File: src/rtl/music_pkg.sv
// Shared types and constants for the music playback sequencer.
// Sequencer states, rest/terminator code and default bus widths.
package music_pkg;

  typedef enum logic [2:0] {
    S_IDLE,
    S_FETCH,
    S_LATCH,
    S_PLAY,
    S_PAUSED,
    S_DONE
  } seq_state_t;

  localparam int NOTE_REST  = 0;
  localparam int DEF_ADDR_W = 8;
  localparam int DEF_NOTE_W = 8;

endpackage

File: src/rtl/music_sequencer_beat_timer.sv
// Beat timer: counts enabled cycles, wraps at TICKS-1.
// tc flags the terminal count so the sequencer can advance.
module beat_timer
  import music_pkg::*;
#(
  parameter int TICKS = 4
) (
  input  logic clk,
  input  logic rst_n,
  input  logic en,
  input  logic clr,
  output logic tc
);

  localparam int CW = (TICKS > 1) ? $clog2(TICKS) : 1;

  logic [CW-1:0] count;

  assign tc = (count == CW'(TICKS - 1));

  always_ff @(posedge clk or negedge rst_n) begin
    if (!rst_n) begin
      count <= '0;
    end else if (clr) begin
      count <= '0;
    end else if (en) begin
      count <= tc ? '0 : count + CW'(1);
    end
  end

endmodule

File: src/rtl/music_sequencer.sv
// Note ROM playback controller: start/pause/stop/end-of-song.
// Define MUSIC_SEQ_LOOP_EN to wrap to address 0 instead of DONE.
module music_sequencer
  import music_pkg::*;
#(
  parameter int BEAT_TICKS = 12500000,
  parameter int ADDR_W     = DEF_ADDR_W,
  parameter int NOTE_W     = DEF_NOTE_W,
  parameter int SONG_LEN   = 241
) (
  input  logic              clk,
  input  logic              rst_n,
  input  logic              start,
  input  logic              pause,
  input  logic              stop,
  output logic [ADDR_W-1:0] rom_addr,
  input  logic [NOTE_W-1:0] rom_note,
  output logic [NOTE_W-1:0] note_out,
  output logic              note_valid,
  output logic              beat,
  output logic              playing,
  output logic              done
);

  seq_state_t        state_q, state_d;
  logic [ADDR_W-1:0] addr_d;
  logic [NOTE_W-1:0] note_d;
  logic              valid_d;
  logic              beat_d;
  logic              refetch_q, refetch_d;
  logic              cnt_en, cnt_clr, tc;
  logic              song_end;

  beat_timer #(.TICKS(BEAT_TICKS)) u_timer (
    .clk  (clk),
    .rst_n(rst_n),
    .en   (cnt_en),
    .clr  (cnt_clr),
    .tc   (tc)
  );

  assign song_end = (rom_note == NOTE_W'(NOTE_REST))
                 || (rom_addr == ADDR_W'(SONG_LEN));
  assign playing  = (state_q == S_FETCH)
                 || (state_q == S_LATCH)
                 || (state_q == S_PLAY);
  assign done     = (state_q == S_DONE);

  always_comb begin
    state_d   = state_q;
    addr_d    = rom_addr;
    note_d    = note_out;
    valid_d   = note_valid;
    beat_d    = 1'b0;
    refetch_d = refetch_q;
    cnt_en    = 1'b0;
    cnt_clr   = 1'b0;
    if (stop) begin
      state_d   = S_IDLE;
      addr_d    = '0;
      note_d    = '0;
      valid_d   = 1'b0;
      refetch_d = 1'b0;
      cnt_clr   = 1'b1;
    end else begin
      unique case (state_q)
        S_IDLE, S_DONE: begin
          if (start && !pause) begin
            state_d = S_FETCH;
            addr_d  = '0;
            cnt_clr = 1'b1;
          end
        end
        S_FETCH: begin
          if (pause) begin
            state_d   = S_PAUSED;
            valid_d   = 1'b0;
            refetch_d = 1'b1;
          end else begin
            state_d = S_LATCH;
          end
        end
        S_LATCH: begin
          if (pause) begin
            state_d   = S_PAUSED;
            valid_d   = 1'b0;
            refetch_d = 1'b1;
          end else if (song_end) begin
`ifdef MUSIC_SEQ_LOOP_EN
            state_d = S_FETCH;
            addr_d  = '0;
`else
            state_d = S_DONE;
            note_d  = '0;
            valid_d = 1'b0;
`endif
          end else begin
            state_d = S_PLAY;
            note_d  = rom_note;
            valid_d = 1'b1;
            beat_d  = 1'b1;
          end
        end
        S_PLAY: begin
          if (pause) begin
            state_d   = S_PAUSED;
            valid_d   = 1'b0;
            refetch_d = 1'b0;
          end else begin
            cnt_en = 1'b1;
            if (tc) begin
              state_d = S_FETCH;
              addr_d  = rom_addr + ADDR_W'(1);
            end
          end
        end
        S_PAUSED: begin
          // a pause caught before the note latched must re-read the ROM
          if (!pause && start) begin
            refetch_d = 1'b0;
            if (refetch_q) begin
              state_d = S_FETCH;
            end else begin
              state_d = S_PLAY;
              valid_d = 1'b1;
            end
          end
        end
        default: state_d = S_IDLE;
      endcase
    end
  end

  always_ff @(posedge clk or negedge rst_n) begin
    if (!rst_n) begin
      state_q    <= S_IDLE;
      rom_addr   <= '0;
      note_out   <= '0;
      note_valid <= 1'b0;
      beat       <= 1'b0;
      refetch_q  <= 1'b0;
    end else begin
      state_q    <= state_d;
      rom_addr   <= addr_d;
      note_out   <= note_d;
      note_valid <= valid_d;
      beat       <= beat_d;
      refetch_q  <= refetch_d;
    end
  end

endmodule
File: config.mk
export PLATFORM = sky130hd
export DESIGN_NAME = music_sequencer
export DESIGN_NICKNAME = d
export VERILOG_FILES = /design/src/rtl/music_pkg.sv /design/src/rtl/music_sequencer_beat_timer.sv /design/src/rtl/music_sequencer.sv
export SDC_FILE = /design/constraint.sdc
export NUM_CORES = 1
export LEC_CHECK = 0
export ABC_CLOCK_PERIOD_IN_PS = 3000
export CAP_MARGIN = 20
export CORE_UTILIZATION = 45
export CTS_CLUSTER_DIAMETER = 50
export CTS_CLUSTER_SIZE = 30
export DETAILED_ROUTE_END_ITERATION = 6
export GPL_ROUTABILITY_DRIVEN = 0
export PLACE_DENSITY_LB_ADDON = 0.3
export SETUP_SLACK_MARGIN = 0.15
export SLEW_MARGIN = 20
export SYNTH_ARGS = -nofsm -noshare
export SYNTH_HDL_FRONTEND = slang
export SYNTH_SLANG_ARGS = --single-unit
File: constraint.sdc
create_clock -name clk -period 3 [get_ports clk]
set_clock_uncertainty 0.2 [all_clocks]
set_input_delay 0.45 -clock clk [delete_from_list [all_inputs] [get_ports clk]]
set_output_delay 0.45 -clock clk [all_outputs]
set_load 0.05 [all_outputs]
Word-level counts from Yosys, hierarchy flattened --
Index checks and enable logic that the tools add are counted. W data, S select, Z words.
Operators by class: add/subtract/negate cells 2, multiply operators 0, divide/modulo/power cells 0, magnitude comparators 0, equality and inequality tests 17, shifts and indexed selects 0, multiplexer cells 41, bitwise operators 0, reduce and logical (&&, ||, !) cells 20
Operators with widths (number):
- $mux W24 | 3
- $mux W8 | 8
- $add A24 B1 Y24 const B | 1
- $eq A24 B24 Y1 const B | 1
- $mux W3 | 8
- $mux W1 | 17
- $pmux W8 S2 | 1
- $ne A3 B3 Y1 const B | 5
- $pmux W3 S5 | 1
- $reduce_and A4 Y1 | 3
- $add A8 B1 Y8 const B | 1
- $eq A8 B8 Y1 const B | 1
- $logic_not A8 Y1 | 1
- $reduce_bool A4 Y1 | 2
- $eq A3 B2 Y1 const B | 2
- $eq A3 B3 Y1 const B | 2
- $ne A3 B1 Y1 const B | 2
- $pmux W1 S3 | 2
- $reduce_or A2 Y1 | 3
- $ne A4 B3 Y1 const B | 1
- $reduce_bool A2 Y1 | 2
- $eq A3 B1 Y1 const B | 1
- $logic_not A3 Y1 | 1
- $logic_or A1 B1 Y1 | 3
- other kinds (8) | 8
Storage, ports and cells: bits in registers 46, bits in latches 0, bits in writable memories 0, memory bits (read-only) 0, input bits 13, output and inout port bits 20, word-level logic and storage cells 87, memories kept 0

Longest topological paths before layout --
Gate-level depths: netlist of the first run.
depth in word-level cells 6, depth in mapped cells 7, mapped depth without buffers 6

Modules after synthesis --
A second synthesis of the first run with hierarchy kept.
Unflattened totals: cell total of the unflattened synthesis 289, area total of the unflattened synthesis 2680.1 sq um
Modules (own cells, without submodules):
- beat_timer | times used 1, cells an instance 163, area an instance 1461.4 sq um, sequential area each 600.6 sq um
- music_sequencer | times used 1, cells an instance 126, area an instance 1218.7 sq um, sequential area each 550.5 sq um

Worst setup path after synthesis of the first run --
OpenSTA, ideal clock, no wires.
path type register to register, start reg u_timer.count[0], end reg rom_addr[7], setup time 0.145 ns, arrival time 1.906 ns, slack 0.749 ns, cell stages (with the launch flop) 8, path buffers 2, clock period less this slack 2.251 ns, cells stage by stage dfrtp_1 > ha_1 > nand4_2 > or4_1 > buf_2 > buf_6 > o311ai_2 > o31ai_1
On the way: cells in the longest elaborated chain, start to end 3
Ends and longest elaborated chain:
- from (decl) | RTL line music_sequencer_beat_timer.sv:17 | logic [CW-1:0] count;
- from (signal assigned) | RTL line music_sequencer_beat_timer.sv:27 | count <= tc ? '0 : count + CW'(1);
- $eq A24 B24 Y1 | RTL line music_sequencer_beat_timer.sv:19 | assign tc = (count == CW'(TICKS - 1));
- $ne A3 B2 Y1 (no source line)
- $reduce_and A4 Y1 (no source line)
- to (signal assigned) | RTL line music_sequencer.sv:144 | rom_addr <= addr_d;
- to (decl) | RTL line music_sequencer.sv:16 | output logic [ADDR_W-1:0] rom_addr,
Every way passes these cells. A chain may end at the register's enable or synchronous reset.

Worst setup path after layout of the first run --
start reg state_q[0], end out done
On the way: cells in the longest elaborated chain, start to end 1
Ends and longest elaborated chain:
- from (decl) | RTL line music_sequencer.sv:25 | seq_state_t state_q, state_d;
- from (signal assigned) | RTL line music_sequencer.sv:143 | state_q <= state_d;
- $eq A3 B3 Y1 | RTL line music_sequencer.sv:47 | assign done = (state_q == S_DONE);
- to (decl) | RTL line music_sequencer.sv:22 | output logic done
Every way passes these cells.

==> summary.md, run 1 <==
| Metric | Value |
|---|---|
| Startpoint types | register |
| Initial DRC count | 120 |
| Total GRT Usage | 21.0% |
| CTS Hold Bufs | 1 |
| HPWL Detailed | 4220 um |
| Worst EP required | 2350 ps |
| GR Overflow Total | 0 |
| Power per cell area | 500 nW/um^2 |
| Postcts setup bufs | 0 |
| TNS Setup | 0 ps |
| Seq/Total Area, Yosys | 43.7% |
| Routed WL per cell | 15.3 um |
| IO Count | 33 |
| Sequential Area | 1150 sq um |
| Register bit total from synthesis | 46 |
| Worst slew margin | 60.4% |
| Footprint of the multi-input gates | 1370 sq um |
| Total Power | 1.58 mW |
| Critical Path End Type | output port |
| Initial antenna violation count | 0 |
| Inst Count DP | 377 |
| Port Buf Inserts | 32 |
| Worst VDD drop | 277 uV |
| Hold Fails Final Rpt | 0 |
| Ys Warns | 0 |
| Cell row count | 27 |
| Clock sink count | 46 |
| Vias | 2,307 |
| Initial Util | 47.3% |
| Tcrit/Tclk final | 87.9% |
| Max Root-Sink Buffers | 2 |
| FMAX | 379 MHz |
| Drt drc | 0 |
| Unrepaired setup endpoints after global routing | false |
| Clk slew on worst S/H paths | 90 ps |
| First-pass GRT wire length | 10,300 um |
| Hold WC Path Type | reg2reg |
| Status | complete, no violations |
| CTS H-tree depth | 2 |
| Core area | 5570 sq um |
| Layout cells sized above 1 | 10.8% |
| Post-layout min period | 2640 ps |
| Distinct cells, synth | 58 |
| Gates resized, CTS repair | 0 |
| Layout Nets | 329 |
| Post-Syn Area | 2640 sq um |
| Final ANT Viol Nets | 0 |
| Die extent in x | 78.5 um |
| Final WL | 5910 um |
| Worst EP arrival | 1990 ps |
| DRT Pass-1 Iters | 4 |
| Num CTS Buffers | 5 |
| Net count after synthesis | 295 |
| Die area | 6170 sq um |
| MaxCap Viol Count | 0 |
| ANT cells | 0 |
| Main synth FF type | dfrtp_1 |
| Final non-filler cell total | 386 |
| Vias in the first global route | 2,179 |
| Largest net degree at the start of global routing | 27 |
| CP Max Fanout | 12 |
| Layout area overhead | 19.7% |
| Avg Synthesized Cell Area | 9.44 sq um |
| Async SR Flop Fraction | 100% |
| Fill cells | 510 |
| Leakage | 1.25 nW |
| CTS tree | built |
| Clock Latency Late Sink | 310 ps |
| Fin. max-slew vios | 0 |
| Final setup violation count | 0 |
| Root Driver | clkbuf_8 |
| Crit Path Class | reg2out |
| Die Ht | 78.5 um |
| Post-synth EDFFs | 0 |
| Worst-Margin Slew | 594 ps |
| Cells after Synth | 279 |
| Vias/cell | 5.98 |
-- logic make-up (layout without fill, tap and decap cells) --
group	Yosys count	count (layout)	synth area share, %
AOI/OAI and AO/OA	59	59	16.9
xor gates and xnor gates	12	12	3.99
adders and majority gates	3	3	1.42
buffers and inverters	23	58	4.42
DFF	46	46	43.7
muxes	6	6	2.33
and+or+nand+nor	130	130	27.3
-- path summary, 6_finish.rpt --
| kind | depth (start not counted) | slack, ps | start | endpoint |
|---|---|---|---|---|
| max | 3 | 360 | state_q[0] | done |
| min | 1 | 280 | u_timer.count[21] | u_timer.count[21] |
| max reg2reg | 6 | 540 | u_timer.count[0] | rom_addr[7] |
| min reg2reg | 1 | 280 | u_timer.count[21] | u_timer.count[21] |
| max in group asynchronous | 3 | 1440 | rst_n | note_out[4] |
| min in group asynchronous | 2 | 480 | rst_n | u_timer.count[23] |
-- routing by layer --
metal	part of all wire [%]	global-route usage [%]	routed length [um]	vias to the layer above
met2	47	33.9	2760	57
met3	4.2	4.19	246	7
met5	0	0	0	-
met1	48	28.0	2830	1133
met4	1.2	7.22	71	0
li1	-	-	-	1110
-- flip-flops by register name (all words and copies together) (netlist names) --
register       count
beat               1
refetch_q          1
state_q            3
note_out           8
rom_addr           8
note_valid         1
u_timer.count     24
-- cell type report --
type	count	share of cell area, %
Clock inverter	3	1.43
Clock buffer	5	2.18
Timing Repair Buffer	44	12.9
Tap cell	72	2.86
Sequential cell	46	36.5
Inverter	6	0.714
Multi-Input combinational cell	210	43.4
-- placed cells by master (no fill, tap or decap), types with 3 or more instances in the layout --
cell,instances
clkdlybuf4s50_1,31
nand2b_1,4
or4_1,4
a21oi_1,8
xnor2_1,10
nor4_1,11
o21ai_0,6
nand4_1,8
a22o_1,8
nor3_1,8
o31ai_1,4
a31oi_1,11
nand3_1,17
inv_1,6
mux2i_1,5
or3_1,6
and3_1,8
dfrtp_1,46
nand2_1,25
nor2_1,21
ha_1,3
clkbuf_8,5
buf_4,11
nor4b_1,4
-- worst max-delay path: stages (launching register included) --
cell	delay (ps)
dfrtp_1	590
inv_1	140
nor2_1	140
clkdlybuf4s50_1	810
-- where the power goes --
group | switching, mW | total [mW] | internal [mW] | leakage (nW)
sequential | 0.0520 | 0.701 | 0.649 | 0.638
combinational | 0.240 | 0.402 | 0.162 | 0.565
clock | 0.225 | 0.473 | 0.248 | 0.0504
total | 0.517 | 1.58 | 1.06 | 1.25
-- cell usage after synthesis (2+ instances only) --
library cell / instances / area [sq um]
a211o_1: 2 / 17.5
a211oi_1: 2 / 15.0
a21oi_1: 8 / 40.0
a22o_1: 8 / 70.1
a31oi_1: 11 / 68.8
and3_1: 8 / 50.1
and4_1: 2 / 17.5
buf_2: 6 / 30.0
buf_4: 4 / 30.0
clkbuf_1: 6 / 22.5
dfrtp_1: 46 / 1150
ha_1: 3 / 37.5
inv_1: 6 / 22.5
mux2i_1: 5 / 50.1
nand2_1: 25 / 93.8
nand2b_1: 4 / 25.0
nand3_1: 17 / 85.1
nand4_1: 8 / 50.1
nor2_1: 21 / 78.8
nor3_1: 8 / 40.0
nor4_1: 11 / 68.8
nor4b_1: 4 / 35.0
o211ai_1: 2 / 15.0
o21a_1: 2 / 15.0
o21ai_0: 6 / 30.0
o31ai_1: 4 / 30.0
or3_1: 6 / 37.5
or4_1: 4 / 30.0
xnor2_1: 10 / 87.6
xor2_1: 2 / 17.5
-- stage by stage --
step / worst slack (ps) / instance area [sq um] / hold WS [ps] / util, %
after floorplan: 749 / 2640 / -45.6 / -
after global placement: 481 / 3030 / 258 / 54.3
after detailed placement: 419 / 3030 / 266 / 54.3
after CTS: 360 / 3150 / 278 / 56.6
after global routing: 273 / 3150 / 293 / 56.6
final: 362 / 3150 / 277 / 56.6
(Power assumes the default switching activity.)
==> inputs of run 2 (changes only) <==
- GPL_TIMING_DRIVEN: default -> 0
- PLACE_DENSITY_LB_ADDON: 0.3 -> 0.08
- SETUP_SLACK_MARGIN: 0.15 -> 0.05
==> run 2 against run 1 <==
Effect of this change:
- utilization rose by 0.11 points
- die area stayed put
- cell count grew 1.3%
- register-to-register slack worse by 190 ps
- critical path depth unchanged
- sequential share of layout area down 0.072 points
- via count down 0.26%
- design area is 0.20% higher
- hold slack about the same
- sequential power is 3.7% lower
- critical path type unchanged
- largest power group unchanged
==> summary.md, run 2 (synthesis results as in run 1) <==
| Metric | Value |
|---|---|
| Vias in the first global route | 2,203 (+1.1%) |
| Hold path cells | 1 (unchanged) |
| Leakage | 1.26 nW (+0.93%) |
| Max Root-Sink Buffers | 2 (unchanged) |
| CP Max Fanout | 10 (-2) |
| Final setup violation count | 0 (unchanged) |
| IO Count | 33 (unchanged) |
| Hold WC Path Type | reg2reg |
| Die extent in x | 78.5 um (unchanged) |
| Tcrit/Tclk final | 92.0% (+4.0 points) |
| Total GRT Usage | 21.6% (+0.57 points) |
| Top flop regs | u_timer.count (24), note_out (8), rom_addr (8) |
| Fin. max-slew vios | 0 (unchanged) |
| Initial Util | 47.3% (unchanged) |
| HPWL Detailed | 4490 um (+6.4%) |
| Worst hold slack | 277 ps (+0.179 ps) |
| MaxCap Viol Count | 0 (unchanged) |
| First-pass GRT wire length | 10,500 um (+2.1%) |
| Layout cells sized above 1 | 11.0% (+0.14 points) |
| Cell row count | 27 (unchanged) |
| Status | complete, no violations |
| DRT Pass-1 Iters | 4 (unchanged) |
| Initial DRC count | 95 (-21%) |
| CTS tree | built |
| Final ANT Viol Nets | 0 (unchanged) |
| Reg2reg path depth | 6 (unchanged) |
| FMAX | 362 MHz (-4.4%) |
| Post-layout min period | 2760 ps (+121 ps) |
| Most frequent cells in the layout | 46 x dfrtp_1, 29 x clkdlybuf4s50_1, 25 x nand2_1 |
| Startpoint types | register |
| Clock Latency Late Sink | 300 ps (about the same) |
| Initial antenna violation count | 0 (unchanged) |
| Worst EP arrival | 2110 ps (+120 ps) |
| Leading cell type in the layout, fill and taps excluded | dfrtp_1 |
| ANT cells | 0 (unchanged) |
| Num CTS Buffers | 5 (unchanged) |
| Inst Count DP | 382 (+1.3%) |
| Root Driver | clkbuf_8 |
| Largest register FFs | 24 (unchanged) |
| Layout Nets | 334 (+1.5%) |
| CTS H-tree depth | 2 (unchanged) |
| Largest net degree at the start of global routing | 25 (-7.4%) |
| Postcts setup bufs | 0 (unchanged) |
| Worst VDD drop | 329 uV (+19%) |
| Drt drc | 0 (unchanged) |
| Routed WL per cell | 16.0 um (+4.7%) |
| Clock sink count | 46 (unchanged) |
| Unrepaired setup endpoints after global routing | false |
| Port Buf Inserts | 30 (-6.3%) |
| Vias/cell | 5.88 (-1.5%) |
| Final non-filler cell total | 391 (+1.3%) |
| Reg with most FFs | u_timer.count |
| Gates resized, CTS repair | 0 (unchanged) |
| Clk slew on worst S/H paths | 90 ps (about the same) |
| Vias | 2,301 (-0.26%) |
| Critical Path End Type | output port |
| Die area | 6170 sq um (unchanged) |
| Layout area overhead | 19.9% |
| Die Ht | 78.5 um (unchanged) |
| Final core utilization | 56.7% (+0.11 points) |
| Power per cell area | 500 nW/um^2 (about the same) |
| Total Power | 1.58 mW (+0.23%) |
| Final WL | 6260 um (+6.0%) |
| GR Overflow Total | 0 (unchanged) |
| Worst EP required | 2350 ps (about the same) |
| Core area | 5570 sq um (unchanged) |
| Hold Fails Final Rpt | 0 (unchanged) |
| Crit Path Class | reg2out |
| Worst-Margin Slew | 720 ps (+126 ps) |
| Worst slew margin | 51.6% (-8.8 points) |
-- run 2: changes by cell type in the layout (fill, tap and decap cells not counted), sizes merged --
cell,previous run,this run
clkbuf,5,11
buf,12,13
clkinvlp,2,0
clkinv,0,2
clkdlybuf4s50,31,29
-- run 2: cell type report --
cell class              count  area (sq um)
well taps                  72          90.1
fillers                   510          2410
clock inverters             3          40.0
repair buffers             32           325
inverters                   6          22.5
clock buffers               5          68.8
multi-input cells         210          1370
flip-flops and latches     46          1150
plain buffers              17          93.8
-- run 2: where the power goes --
group          switching, mW  leakage [nW]  internal (mW)  total, mW
logic                  0.283         0.569          0.162      0.444
registers             0.0249         0.638          0.650      0.675
clock network          0.216        0.0579          0.245      0.461
total                  0.524          1.26           1.06       1.58
-- run 2: stage by stage --
step,setup slack [ps],area [sq um],TNS (ps)
2_1_floorplan,749,2640,0
3_3_place_gp,-62.5,3030,-2700
3_5_place_dp,355,3040,0
4_1_cts,259,3160,0
5_1_grt,127,3160,0
6_report,241,3160,0
-- run 2: final timing paths --
check,slack (ps),endpoint,start
min in group asynchronous,470,rom_addr[6],rst_n
max in group asynchronous,1620,note_out[3],rst_n
min,280,u_timer.count[21],u_timer.count[21]
min reg2reg,280,u_timer.count[21],u_timer.count[21]
max,240,playing,state_q[1]
max reg2reg,350,rom_addr[7],u_timer.count[0]
-- run 2: repair_timing --
item,in CTS,in global routing
hold buffers,1,0
endpoints found under the setup margin,0,0
hold endpoints to repair,22,0
-- run 2: critical path, stage by stage, from the launching register on --
cell and delay [ps]:
dfrtp_1 410, clkbuf_1 340, o21ba_2 250, clkdlybuf4s50_1 800
-- run 2: metal layers --
layer / global-route usage, % / vias to the layer above / routed length, um
met5: 0 / - / 0
met4: 6.67 / 0 / 43
met3: 4.42 / 5 / 210
met2: 35.0 / 44 / 2870
met1: 28.9 / 1124 / 3130
li1: - / 1128 / -
==> inputs of run 3 (changes only) <==
- SKIP_CTS_REPAIR_TIMING: default -> 1
==> results of run 3 <==
No change in the layout: final DEF, timing and power equal those of run 2.
